==> config.mk <==
export PLATFORM = sky130hd
export DESIGN_NAME = muldiv_unit
export DESIGN_NICKNAME = d
export VERILOG_FILES = /design/src/rtl/muldiv_unit.sv
export SDC_FILE = /design/constraint.sdc
export NUM_CORES = 1
export LEC_CHECK = 0
export ABC_AREA = 1
export BUFFER_PORTS_ARGS = -buffer_cell sky130_fd_sc_hd__buf_2
export CORE_AREA = 2 2 241 243
export CTS_CLUSTER_DIAMETER = 150
export CTS_CLUSTER_SIZE = 8
export DETAILED_ROUTE_END_ITERATION = 6
export DIE_AREA = 0 0 243 245
export PLACE_DENSITY = 0.63
export SYNTH_ARGS = -nofsm -noshare
export SYNTH_HDL_FRONTEND = slang
export SYNTH_SLANG_ARGS = --single-unit
==> constraint.sdc <==
create_clock -name clk -period 3.55 [get_ports clk]
set_clock_uncertainty 0.05 [all_clocks]
set_input_delay 0.8875 -clock clk [delete_from_list [all_inputs] [get_ports clk]]
set_output_delay 0.8875 -clock clk [all_outputs]
set_load 0.05 [all_outputs]
==> src/rtl/muldiv_unit.sv <==
// Iterative 32-cycle multiply/divide unit producing a {hi, lo} result for the hi/lo registers.
// Signed operations work on magnitudes; signs are reapplied while the result is loaded.
module muldiv_unit #(
   parameter int unsigned WIDTH = 32
) (
   input  logic                 clk,
   input  logic                 rst,
   input  logic                 start,
   input  logic [1:0]           op,
   input  logic [WIDTH-1:0]     src_a,
   input  logic [WIDTH-1:0]     src_b,
   input  logic                 flush,
   output logic                 busy,
   output logic                 hl_write_enable,
   output logic [2*WIDTH-1:0]   hl_data
);

   localparam int unsigned CntW = $clog2(WIDTH);
   localparam logic [CntW-1:0] LastIter = CntW'(WIDTH - 1);

   localparam logic [1:0] StIdle = 2'd0;
   localparam logic [1:0] StCalc = 2'd1;
   localparam logic [1:0] StDone = 2'd2;

   logic [1:0]         state_q, state_d;
   logic [CntW-1:0]    cnt_q, cnt_d;
   logic               op_div_q, op_div_d;
   logic               neg_res_q, neg_res_d;
   logic               neg_rem_q, neg_rem_d;
   logic [WIDTH-1:0]   a_q, a_d;
   logic [WIDTH-1:0]   opnd_q, opnd_d;
   logic [WIDTH-1:0]   acc_hi_q, acc_hi_d;
   logic [WIDTH-1:0]   acc_lo_q, acc_lo_d;
   logic [2*WIDTH-1:0] hl_data_q, hl_data_d;

   logic               is_signed, a_neg, b_neg;
   logic [WIDTH-1:0]   mag_a, mag_b;
   logic [WIDTH:0]     mul_sum, div_shift;
   logic [WIDTH-1:0]   div_diff;
   logic               div_fit;
   logic [WIDTH-1:0]   hi_step, lo_step;
   logic [WIDTH-1:0]   rem_fix, quo_fix;
   logic [2*WIDTH-1:0] prod, result;

   // Operand conversion and one iteration of shift-add / restoring divide
   always_comb begin
      is_signed = ~op[0];
      a_neg     = is_signed & src_a[WIDTH-1];
      b_neg     = is_signed & src_b[WIDTH-1];
      mag_a     = a_neg ? -src_a : src_a;
      mag_b     = b_neg ? -src_b : src_b;

      mul_sum   = {1'b0, acc_hi_q} + (acc_lo_q[0] ? {1'b0, opnd_q} : '0);
      div_shift = {acc_hi_q, acc_lo_q[WIDTH-1]};
      div_fit   = (div_shift >= {1'b0, opnd_q});
      div_diff  = div_shift[WIDTH-1:0] - opnd_q;

      if (op_div_q) begin
         hi_step = div_fit ? div_diff : div_shift[WIDTH-1:0];
         lo_step = {acc_lo_q[WIDTH-2:0], div_fit};
      end else begin
         hi_step = mul_sum[WIDTH:1];
         lo_step = {mul_sum[0], acc_lo_q[WIDTH-1:1]};
      end

      prod    = {hi_step, lo_step};
      rem_fix = neg_rem_q ? -hi_step : hi_step;
      quo_fix = neg_res_q ? -lo_step : lo_step;
      if (!op_div_q) begin
         result = neg_res_q ? -prod : prod;
      end else if (opnd_q == '0) begin
         result = {a_q, {WIDTH{1'b1}}};
      end else begin
         result = {rem_fix, quo_fix};
      end
   end

   always_comb begin
      state_d   = state_q;
      cnt_d     = cnt_q;
      op_div_d  = op_div_q;
      neg_res_d = neg_res_q;
      neg_rem_d = neg_rem_q;
      a_d       = a_q;
      opnd_d    = opnd_q;
      acc_hi_d  = acc_hi_q;
      acc_lo_d  = acc_lo_q;
      hl_data_d = hl_data_q;

      case (state_q)
         StIdle: begin
            if (start && !flush) begin
               state_d   = StCalc;
               cnt_d     = '0;
               op_div_d  = op[1];
               neg_res_d = a_neg ^ b_neg;
               neg_rem_d = op[1] & a_neg;
               a_d       = src_a;
               acc_hi_d  = '0;
               // Divide shifts the dividend through lo; multiply shifts the multiplier
               if (op[1]) begin
                  acc_lo_d = mag_a;
                  opnd_d   = mag_b;
               end else begin
                  acc_lo_d = mag_b;
                  opnd_d   = mag_a;
               end
            end
         end
         StCalc: begin
            if (flush) begin
               state_d = StIdle;
            end else begin
               acc_hi_d = hi_step;
               acc_lo_d = lo_step;
               cnt_d    = cnt_q + CntW'(1);
               if (cnt_q == LastIter) begin
                  state_d   = StDone;
                  hl_data_d = result;
               end
            end
         end
         StDone:  state_d = StIdle;
         default: state_d = StIdle;
      endcase
   end

   always_ff @(posedge clk or negedge rst) begin
      if (!rst) begin
         state_q   <= StIdle;
         cnt_q     <= '0;
         op_div_q  <= 1'b0;
         neg_res_q <= 1'b0;
         neg_rem_q <= 1'b0;
         a_q       <= '0;
         opnd_q    <= '0;
         acc_hi_q  <= '0;
         acc_lo_q  <= '0;
         hl_data_q <= '0;
      end else begin
         state_q   <= state_d;
         cnt_q     <= cnt_d;
         op_div_q  <= op_div_d;
         neg_res_q <= neg_res_d;
         neg_rem_q <= neg_rem_d;
         a_q       <= a_d;
         opnd_q    <= opnd_d;
         acc_hi_q  <= acc_hi_d;
         acc_lo_q  <= acc_lo_d;
         hl_data_q <= hl_data_d;
      end
   end

   assign busy            = (state_q != StIdle);
   assign hl_write_enable = (state_q == StDone) & ~flush;
   assign hl_data         = hl_data_q;

endmodule

Word-level counts from Yosys, hierarchy flattened
Index checks and enable logic that the tools add are counted.
{"block": "op_classes", "n_eq_ne": 6, "reduce_logical": 10, "add_sub_neg": 8, "n_mux": 26, "order_cmp": 1, "bitwise_logic": 7}
{"op": "two-way mux 32 bit", "n": 14}
{"op": "two-way mux 64 bit", "n": 3}
{"op": "negation 32 bit", "n": 4}
{"op": "case mux 32 bit (2 select lines)", "n": 2}
{"op": "negation 64 bit", "n": 1}
{"op": "adder 32 x 32 -> 33 bit", "n": 1}
{"op": "greater-or-equal comparator 33 x 32 -> 1 bit", "n": 1}
{"op": "logical NOT 32 bit", "n": 1}
{"op": "subtractor 32 bit", "n": 1}
{"op": "two-way mux 5 bit", "n": 2}
{"op": "case mux 5 bit (2 select lines)", "n": 1}
{"op": "two-way mux 2 bit", "n": 3}
{"op": "AND reduction 3 bit", "n": 2}
{"op": "adder 5 x 1 -> 5 bit (second input constant)", "n": 1}
{"op": "== test 5 bit (second input constant)", "n": 1}
{"op": "bitwise AND 1 bit", "n": 4}
{"op": "!= test 2 bit (second input constant)", "n": 2}
{"op": "case mux 2 bit (2 select lines)", "n": 1}
{"op": "AND reduction 2 bit", "n": 2}
{"op": "nonzero test 2 bit", "n": 2}
{"op": "!= test 3 bit (second input constant)", "n": 1}
{"op": "== test 2 x 1 -> 1 bit (second input constant)", "n": 1}
{"op": "== test 2 bit (second input constant)", "n": 1}
{"op": "logical NOT 2 bit", "n": 1}
{"op": "other kinds (4)", "n": 5}
{"block": "totals", "in_bits": 70, "out_inout_bits": 66, "wordCells": 68, "ff_bits": 202}

Longest topological paths before layout
Gate-level depths: netlist of run 1.
{"block": "logic_depth", "word_depth": 7, "depth_mapped": 31}

Worst setup path after synthesis of run 1
OpenSTA, ideal clock, no wires.
{"block": "synth_timing", "path_type": "register to register", "from": "reg opnd_q[24]", "to": "reg hl_data_q[52], in the netlist hl_data[52]", "required_ns": 3.382, "period_less_slack_ns": 3.585, "path_buffers": 0, "setup_ns": 0.118, "arrival_ns": 3.417, "path_stages_with_launch": 30, "path_slack_ns": -0.035, "path_cell_list": "dfrtp_1 > inv_1 > ha_1 > nand2_2 > inv_2 > nand2_1 > nand2_2 > a21oi_4 > nor2_4 > nor2_8 > nand3_2 > o21ai_2 > ha_1 > nand3_1 > nor3_2 > nand2_1 > nor2_1 > nand2_1 > nor2_1 > nand4_1 > nor2_2 > inv_1 > nor2_2 > nand4_1 > nand2_1 > nand2_1 > nand3_1 > nand2_1 > nand2_1 > nand2_1"}
{"block": "synth_via", "elab_chain_cells": 7, "elab_cells_between_ends": 11, "cone_classes": "add/sub: 2; order compare: 1; mux: 7; reduce/logical: 1"}
{"element": "start: declaration", "line_no": "31", "source": "logic [WIDTH-1:0] opnd_q, opnd_d;"}
{"element": "start signal: assignment", "line_no": "147", "source": "opnd_q <= opnd_d;"}
{"element": "greater-or-equal comparator 33 x 32 -> 1 bit", "line_no": "55", "source": "div_fit = (div_shift >= {1'b0, opnd_q});"}
{"element": "two-way mux 32 bit", "line_no": "59", "source": "hi_step = div_fit ? div_diff : div_shift[WIDTH-1:0];"}
{"element": "two-way mux 32 bit", "line_no": "58", "source": "if (op_div_q) begin"}
{"element": "negation 32 bit", "line_no": "67", "source": "rem_fix = neg_rem_q ? -hi_step : hi_step;"}
{"element": "two-way mux 32 bit", "line_no": "67"}
{"element": "two-way mux 64 bit", "line_no": "71", "source": "end else if (opnd_q == '0) begin"}
{"element": "two-way mux 64 bit *", "line_no": "69", "source": "if (!op_div_q) begin"}
{"element": "end signal: assignment", "line_no": "150", "source": "hl_data_q <= hl_data_d;"}
{"element": "end: declaration", "line_no": "34", "source": "logic [2*WIDTH-1:0] hl_data_q, hl_data_d;"}
Mark *: on every way between the ends. The rest lies on a longest branch, timed or not.
A chain may end at the register's enable or synchronous reset.

Worst setup path in the final report of run 1
{"block": "layout_timing", "from": "reg opnd_q[24]", "to": "reg hl_data_q[62], in the netlist hl_data[62]"}
{"block": "layout_via", "elab_chain_cells": 7, "elab_cells_between_ends": 14, "cone_classes": "add/sub: 4; order compare: 1; mux: 8; reduce/logical: 1"}
{"element": "two-way mux 32 bit (tied with other cells)", "line_no": "53", "source": "mul_sum = {1'b0, acc_hi_q} + (acc_lo_q[0] ? {1'b0, opnd_q} : '0);"}
{"element": "adder 32 x 32 -> 33 bit or two-way mux 32 bit (tied branches)", "line_no": "53, 59"}
{"element": "two-way mux 32 bit", "line_no": "58"}
{"element": "negation 32 bit", "line_no": "67"}
{"element": "two-way mux 32 bit", "line_no": "67"}
{"element": "two-way mux 64 bit", "line_no": "71"}
{"element": "two-way mux 64 bit *", "line_no": "69"}
Marks and branches as above.

==> results.sh, run 1 <==
export IMPL_status="finished with violations"
export IMPL_min_period_ns=3.839
export IMPL_path_class="flop to flop"
export IMPL_first_pass_iters=6
export IMPL_place_hpwl_mm=75.66
export IMPL_required_ns=3.98
export IMPL_postSynthCellCount=3217
export IMPL_swShare_pct=51.97
export IMPL_cp_start_kind="flop"
export IMPL_grt_max_degree=82
export IMPL_vias_per_cell=5.191
export IMPL_reg2reg_setup_slack_ns=-0.29
export IMPL_r2r_end="hl_data[62]"
export IMPL_cts_tree="yes"
export IMPL_drive_above_1_share_pct=26.37
export IMPL_power_frac_comb_pct=78.3
export IMPL_root_buffer="clkbuf_16"
export IMPL_max_cap_violations=0
export IMPL_fmax_mhz=260.5
export IMPL_hold_viol=0
export IMPL_ioPinCount=136
export IMPL_remaining_drc_errors=0
export IMPL_numPortBuffers=135
export IMPL_tightest_slew_ns=0.8515
export IMPL_leakage_nw=14.33
export IMPL_synth_nets=3359
export IMPL_die_h_microns=245
export IMPL_relSlewSlack_pct=43.24
export IMPL_end_kind="flop"
export IMPL_crit_end="hl_data[62]"
export IMPL_vias=23724
export IMPL_clkTransAtPathRegs_ns=0.05
export IMPL_fin_nets=3943
export IMPL_p_sw_mw=13.55
export IMPL_initial_core_util_pct=34.55
export IMPL_crit_path_max_fanout=5
export IMPL_synth_async_reset_ratio_pct=100.0
export IMPL_period_share_pct=108.1
export IMPL_power_density_nw_per_um2=978.1
export IMPL_rr_startpoint="opnd_q[24]"
export IMPL_core_sq_um=57030
export IMPL_violations="setup timing"
export IMPL_r2r_cells=26
export IMPL_synth_yosys_warnings=0
export IMPL_peakVddDrop_v=0.0005071
export IMPL_ys_flop_type="dfrtp_1"
export IMPL_report_final_slew_viol_count=0
export IMPL_cts_sinks=202
export IMPL_area_delta_synth_final_pct=35.24
export IMPL_htree_levels=1
export IMPL_synth_edf_count=0
export IMPL_synth_area_per_cell_sq_um=6.125
export IMPL_grt_antenna_before_repair=8
export IMPL_first_global_vias=22620
export IMPL_ant_nets=0
export IMPL_clock_latency_ns=0.60
export IMPL_overflow=0
export IMPL_cp_arrival_ns=4.27
export IMPL_die_width_microns=243
export IMPL_routabilityCongestion=1.047
export IMPL_clkPwrFrac_pct=9.8
export IMPL_rsz0062_at_grt="true"
export IMPL_numCtsBuffers=29
export IMPL_ys_ff_latch=202
export IMPL_wl_mm=92.48
export IMPL_syn_area_sq_um=19700
export IMPL_cts_buffer_depth=3
export IMPL_finalInstanceArea_sq_um=26650
export IMPL_min_path_type="input pin to async pin"
export IMPL_setup_ws_ns=-0.2890
export IMPL_synth_cell_type_count=59
export IMPL_grt_util_all_layers_pct=30.61
export IMPL_crit_start="opnd_q[24]"
export IMPL_power_share_sequential_pct=11.9
export IMPL_place_area_sq_um=25070
export IMPL_num_rows=88
export IMPL_wire_per_inst_microns=20.24
export IMPL_grt_first_pass_wirelength_mm=138.7
export IMPL_final_setup_viol_count=27
export IMPL_finalSetupTns_ns=-3.968
export IMPL_drt_iter0_markers=2420
export IMPL_p_int_mw=12.52
export IMPL_die_area_sq_um=59540
export IMPL_synth_seq_area_share_pct=25.65
-- critical path: stages (launching register included) --
cell and delay (ns):
dfrtp_1 0.37, inv_1 0.10, ha_4 0.24, a21oi_4 0.16, nand2_2 0.09, a21oi_4 0.19, nor2_4 0.08, nor2_8 0.12
nand3_4 0.15, o21ai_4 0.12, ha_4 0.17, nand3_4 0.09, nor3_4 0.26, buf_4 0.14, nand4_1 0.10, nand3b_1 0.24
nor3_2 0.13, buf_4 0.15, nand3_4 0.08, nor2_4 0.16, nand2_2 0.09, nand2_4 0.09, nand4_1 0.11, nand3_2 0.09
nand2_2 0.05, nand2_1 0.05, nand2_1 0.05
-- flip-flops by register name (all words and copies together) (netlist names) --
signal	count
neg_res_q	1
cnt_q	5
a_q	32
acc_lo_q	32
op_div_q	1
state_q	2
neg_rem_q	1
acc_hi_q	32
opnd_q	32
hl_data	64
-- cell type report --
cell class	count	area, sq um
multi-input combinational	2430	13320
inverter	476	1789
fill	6100	30390
clock inverter	3	30.03
clock buffer	31	733.2
sequential	202	5060
tap	765	957.2
antenna	1	2.502
timing repair buffer	662	4760
-- cell families (layout without fill, tap and decap cells) --
| family | count (synthesis) | count (layout) | share of synthesized area (%) |
|---|---|---|---|
| AND/OR/NAND/NOR | 1767 | 1767 | 38.78 |
| buffers and inverters | 585 | 1172 | 11.66 |
| AO/OA/AOI/OAI | 482 | 482 | 14.40 |
| flip-flops | 202 | 202 | 25.65 |
| XOR/XNOR | 108 | 108 | 4.801 |
| adder cells (fa/ha/maj) | 72 | 72 | 4.648 |
| multiplexers | 1 | 1 | 0.05080 |
| other | 0 | 1 | 0 |
-- cells in the final DEF (no fill, tap or decap), types with 8 or more instances in the layout --
cell type	count
nand2_1	978
buf_4	515
inv_1	423
nor2_1	266
nand3_1	219
dfrtp_1	200
o21ai_0	152
buf_2	134
a21oi_1	130
xor2_1	79
nand2_2	77
inv_2	46
nand4_1	46
ha_1	36
ha_4	33
o211ai_1	32
nor2_2	30
xnor2_1	29
o22ai_1	29
clkbuf_16	29
o21ai_1	27
nor2_4	26
o221ai_1	25
nand3_2	24
nor3_1	23
a31oi_1	21
a22oi_1	21
nor4_1	19
or2_2	17
nand2_4	9
nand3b_1	9
buf_12	8
-- through the flow --
step	utilization (%)	power [mW]	hold WS, ns	setup WS [ns]	instances
5_1_grt	46.72	27.77	0.2353	-0.5381	4569
2_1_floorplan	-	13.10	0.3922	0.01196	3217
3_5_place_dp	43.96	22.01	0.4102	-0.5185	4505
3_3_place_gp	43.96	22.00	0.4125	-0.3485	4505
6_report	46.72	26.07	0.2168	-0.2890	4570
4_1_cts	46.19	25.35	0.2073	-0.1664	4560
-- worst min-delay path by stage --
stage,end,slack [ns],depth (start not counted),start
after floorplan,a_q[12],0.39,2,a_q[12]
after global placement,hl_data[61],0.41,2,hl_data[61]
after detailed placement,hl_data[37],0.41,2,hl_data[37]
after CTS,acc_lo_q[2],0.21,1,rst
after global routing,state_q[0],0.24,1,rst
final,acc_lo_q[18],0.22,1,rst
-- cells in the mapped netlist (3+ instances only) --
| cell | instances | share of area [%] |
|---|---|---|
| a21oi_1 | 135 | 3.4 |
| a21oi_2 | 5 | 0.22 |
| a22oi_1 | 21 | 0.80 |
| a2bb2oi_1 | 4 | 0.18 |
| a31oi_1 | 21 | 0.67 |
| and2_1 | 4 | 0.13 |
| buf_1 | 9 | 0.17 |
| buf_2 | 19 | 0.48 |
| buf_4 | 4 | 0.15 |
| buf_6 | 7 | 0.40 |
| clkbuf_1 | 69 | 1.3 |
| clkinv_1 | 6 | 0.11 |
| dfrtp_1 | 202 | 26 |
| ha_1 | 70 | 4.4 |
| inv_1 | 448 | 8.5 |
| inv_2 | 22 | 0.42 |
| nand2_1 | 1030 | 20 |
| nand2_2 | 33 | 1.0 |
| nand3_1 | 232 | 5.9 |
| nand3_2 | 18 | 0.91 |
| nand3b_1 | 9 | 0.34 |
| nand4_1 | 46 | 1.5 |
| nor2_1 | 288 | 5.5 |
| nor2_2 | 23 | 0.73 |
| nor2_4 | 11 | 0.63 |
| nor3_1 | 26 | 0.66 |
| nor4_1 | 19 | 0.60 |
| o211ai_1 | 32 | 1.2 |
| o21a_1 | 4 | 0.15 |
| o21ai_0 | 159 | 4.0 |
| o21ai_1 | 24 | 0.61 |
| o21ai_2 | 8 | 0.36 |
| o221ai_1 | 25 | 1.1 |
| o22ai_1 | 29 | 0.92 |
| o31ai_1 | 3 | 0.11 |
| or2_2 | 17 | 0.54 |
| xnor2_1 | 29 | 1.3 |
| xor2_1 | 79 | 3.5 |
-- power groups by stage --
stage                     clock network, mW  registers [mW]  logic, mW
final                                  2.55            3.11       20.4
after global routing                   2.66            3.17       21.9
after CTS                              2.59            3.10       19.7
after detailed placement                  0            3.13       18.9
after global placement                    0            3.11       18.9
after floorplan                           0            3.13       9.97
-- repair_timing --
item | in CTS | in global routing
hold buffers | 0 | 0
resized for setup | 102 | 65
pin swaps | 26 | 34
buffers inserted | 21 | 9
endpoints found under the setup margin | 32 | 35
-- per-layer routing --
| layer | GRT usage, % | wire (microns) | vias to the layer above |
|---|---|---|---|
| met5 | 0 | 0 | - |
| met2 | 49.89 | 41560 | 1021 |
| met3 | 3.914 | 7454 | 201 |
| met1 | 40.55 | 38430 | 11002 |
| li1 | - | - | 11500 |
| met4 | 13.73 | 5037 | 0 |
No activity file was read; power rests on OpenSTA's default activity.
==> run 2: changes to the inputs <==
==> constraint.sdc (replaced) <==
create_clock -name clk -period 3.55 [get_ports clk]
set_clock_uncertainty 0.05 [all_clocks]
set_input_delay 0.1775 -clock clk [delete_from_list [all_inputs] [get_ports clk]]
set_output_delay 0.1775 -clock clk [all_outputs]
set_load 0.05 [all_outputs]
==> run 2 against run 1 <==
Net effect:
- the flow finishes with violations (DRC, setup timing)
- final cell count rose by 1.3%
- cell area is 6.2% higher
- non-clock buffer count rose by 59
- wire length grew 2.7%
- via count up 3.7%
- sequential share of layout area down 1.1 points
- clock power rose by 4%
- core utilization grew 2.9 points
- sequential cell count unchanged
- largest cell class unchanged
- largest power group unchanged
==> results.sh, run 2 (same netlist as run 1, synthesis figures left out) <==
export IMPL_r2r_end="hl_data[52]"
export IMPL_grt_util_all_layers_pct=30.38
export IMPL_fmax_mhz=260.1
export IMPL_hold_viol=0
export IMPL_reg2reg_setup_slack_ns=-0.30
export IMPL_setup_ws_ns=-0.2951
export IMPL_area_delta_synth_final_pct=43.68
export IMPL_mostFrequentLayoutCells="nand2_1 (915), buf_4 (519), inv_1 (407)"
export IMPL_peakVddDrop_v=0.0005119
export IMPL_violations="DRC, setup timing"
export IMPL_status="finished with violations"
export IMPL_wl_mm=94.97
export IMPL_routabilityCongestion=1.067
export IMPL_cp_arrival_ns=4.27
export IMPL_fin_nets=4003
export IMPL_crit_end="hl_data[52]"
export IMPL_leakage_nw=14.83
export IMPL_cts_sinks=202
export IMPL_report_final_slew_viol_count=0
export IMPL_p_total_mw=28.51
export IMPL_min_period_ns=3.845
export IMPL_first_global_vias=22578
export IMPL_drt_iter0_markers=2834
export IMPL_numPortBuffers=135
export IMPL_finalSetupTns_ns=-3.780
export IMPL_root_buffer="clkbuf_16"
export IMPL_rr_startpoint="acc_hi_q[3]"
export IMPL_htree_levels=1
export IMPL_r2r_cells=30
export IMPL_tightest_slew_ns=0.9975
export IMPL_rsz0062_at_grt="true"
export IMPL_ioPinCount=136
export IMPL_crit_start="acc_hi_q[3]"
export IMPL_place_hpwl_mm=73.98
export IMPL_top_layer="met5"
export IMPL_largest_reg_flops=64
export IMPL_wire_per_inst_microns=20.51
export IMPL_cts_buffer_depth=3
export IMPL_grt_first_pass_wirelength_mm=138.1
export IMPL_first_pass_iters=7
export IMPL_required_ns=3.98
export IMPL_ant_nets=0
export IMPL_remaining_drc_errors=10
export IMPL_period_share_pct=108.3
export IMPL_initial_core_util_pct=34.55
export IMPL_core_sq_um=57030
export IMPL_power_density_nw_per_um2=1007
export IMPL_cp_start_kind="flop"
export IMPL_clkTransAtPathRegs_ns=0.06
export IMPL_end_kind="flop"
export IMPL_min_path_type="input pin to flop"
export IMPL_vias=24605
export IMPL_max_cap_violations=0
export IMPL_die_h_microns=245
export IMPL_num_rows=88
export IMPL_crit_path_max_fanout=4
export IMPL_cts_tree="yes"
export IMPL_path_class="flop to flop"
export IMPL_drive_above_1_share_pct=31.17
export IMPL_final_common_cell="nand2_1"
export IMPL_cp_common_cell="nand2_2"
export IMPL_wl_met1_mm=37.26
export IMPL_wl_met3_mm=8.864
export IMPL_grt_max_degree=82
export IMPL_die_width_microns=243
export IMPL_cp_slowest_cell="dfrtp_1"
export IMPL_relSlewSlack_pct=33.09
export IMPL_die_area_sq_um=59540
export IMPL_vias_per_cell=5.313
export IMPL_wl_met2_mm=41.57
export IMPL_final_setup_viol_count=24
export IMPL_grt_antenna_before_repair=4
export IMPL_numCtsBuffers=29
export IMPL_overflow=0
export IMPL_slowest_delay_ns=0.42
export IMPL_clock_latency_ns=0.59
## run 2: changes by cell type in the layout (fill, tap and decap cells not counted), moves of 18 or more
cell,change
nand2_1,-63
dlygate4sd3_1,+38
nand2_2,+45
nor2_4,+18
nand2_4,+19
nand3_1,-19
nor2_1,-30
## run 2: timing repair
| item | CTS | global route |
|---|---|---|
| pin swaps | 27 | 138 |
| endpoints found under the setup margin | 31 | 38 |
| gates resized for setup | 91 | 342 |
| cloned | 1 | 3 |
| endpoints found under the hold margin | 108 | 0 |
| buffers inserted | 36 | 61 |
| hold buffers | 38 | 0 |
## run 2: worst min-delay path by stage
stage | from | end | slack, ns | cells after the start
6_report | src_b[13] | opnd_q[13] | 0.02 | 4
5_1_grt | src_b[5] | opnd_q[5] | 0.05 | 5
4_1_cts | src_b[13] | opnd_q[13] | 0.002 | 4
3_3_place_gp | rst | state_q[0] | 0.20 | 1
3_5_place_dp | rst | state_q[0] | 0.19 | 1
2_1_floorplan | rst | a_q[0] | -0.17 | 0
## run 2: area by class of cell
type	instances	area [sq um]
Tap cell	765	957.2
Clock buffer	31	743.2
Fill cell	5755	28730
Clock inverter	2	50.05
Inverter	476	1794
Multi-Input combinational cell	2431	14260
Timing Repair Buffer	721	5434
Sequential cell	202	5061
Antenna cell	3	7.507
## run 2: critical path, delay by kind of cell (launching register included)
kind	cells	cell delay, ns
DFF	1	0.42
AOI/OAI and AO/OA	1	0.12
buffers and inverters	2	0.16
adders and majority gates	2	0.45
and+or+nand+nor	25	2.51
## run 2: per-stage QoR
step	setup slack (ns)	instance area [sq um]	hold WS, ns	instances	util, %
6_report	-0.2951	28310	0.01601	4631	49.64
5_1_grt	-0.4852	28300	0.04972	4629	49.63
4_1_cts	-0.09370	26510	0.001891	4569	46.47
3_5_place_dp	-0.4479	24760	0.1904	4461	43.40
3_3_place_gp	-0.3360	24760	0.1993	4461	43.40
2_1_floorplan	0.01196	20090	-0.1681	3217	-
## run 2: metal layers
metal	up-vias	track usage, %
met5	-	0
met4	4	18.78
met3	321	5.051
met2	1313	48.06
met1	11327	38.74
li1	11640	-
## run 2: where the power goes
| group | switching (mW) | total (mW) | internal (mW) |
|---|---|---|---|
| Sequential | 0.365 | 3.12 | 2.76 |
| Clock | 1.12 | 2.65 | 1.53 |
| Combinational | 13.4 | 22.7 | 9.37 |
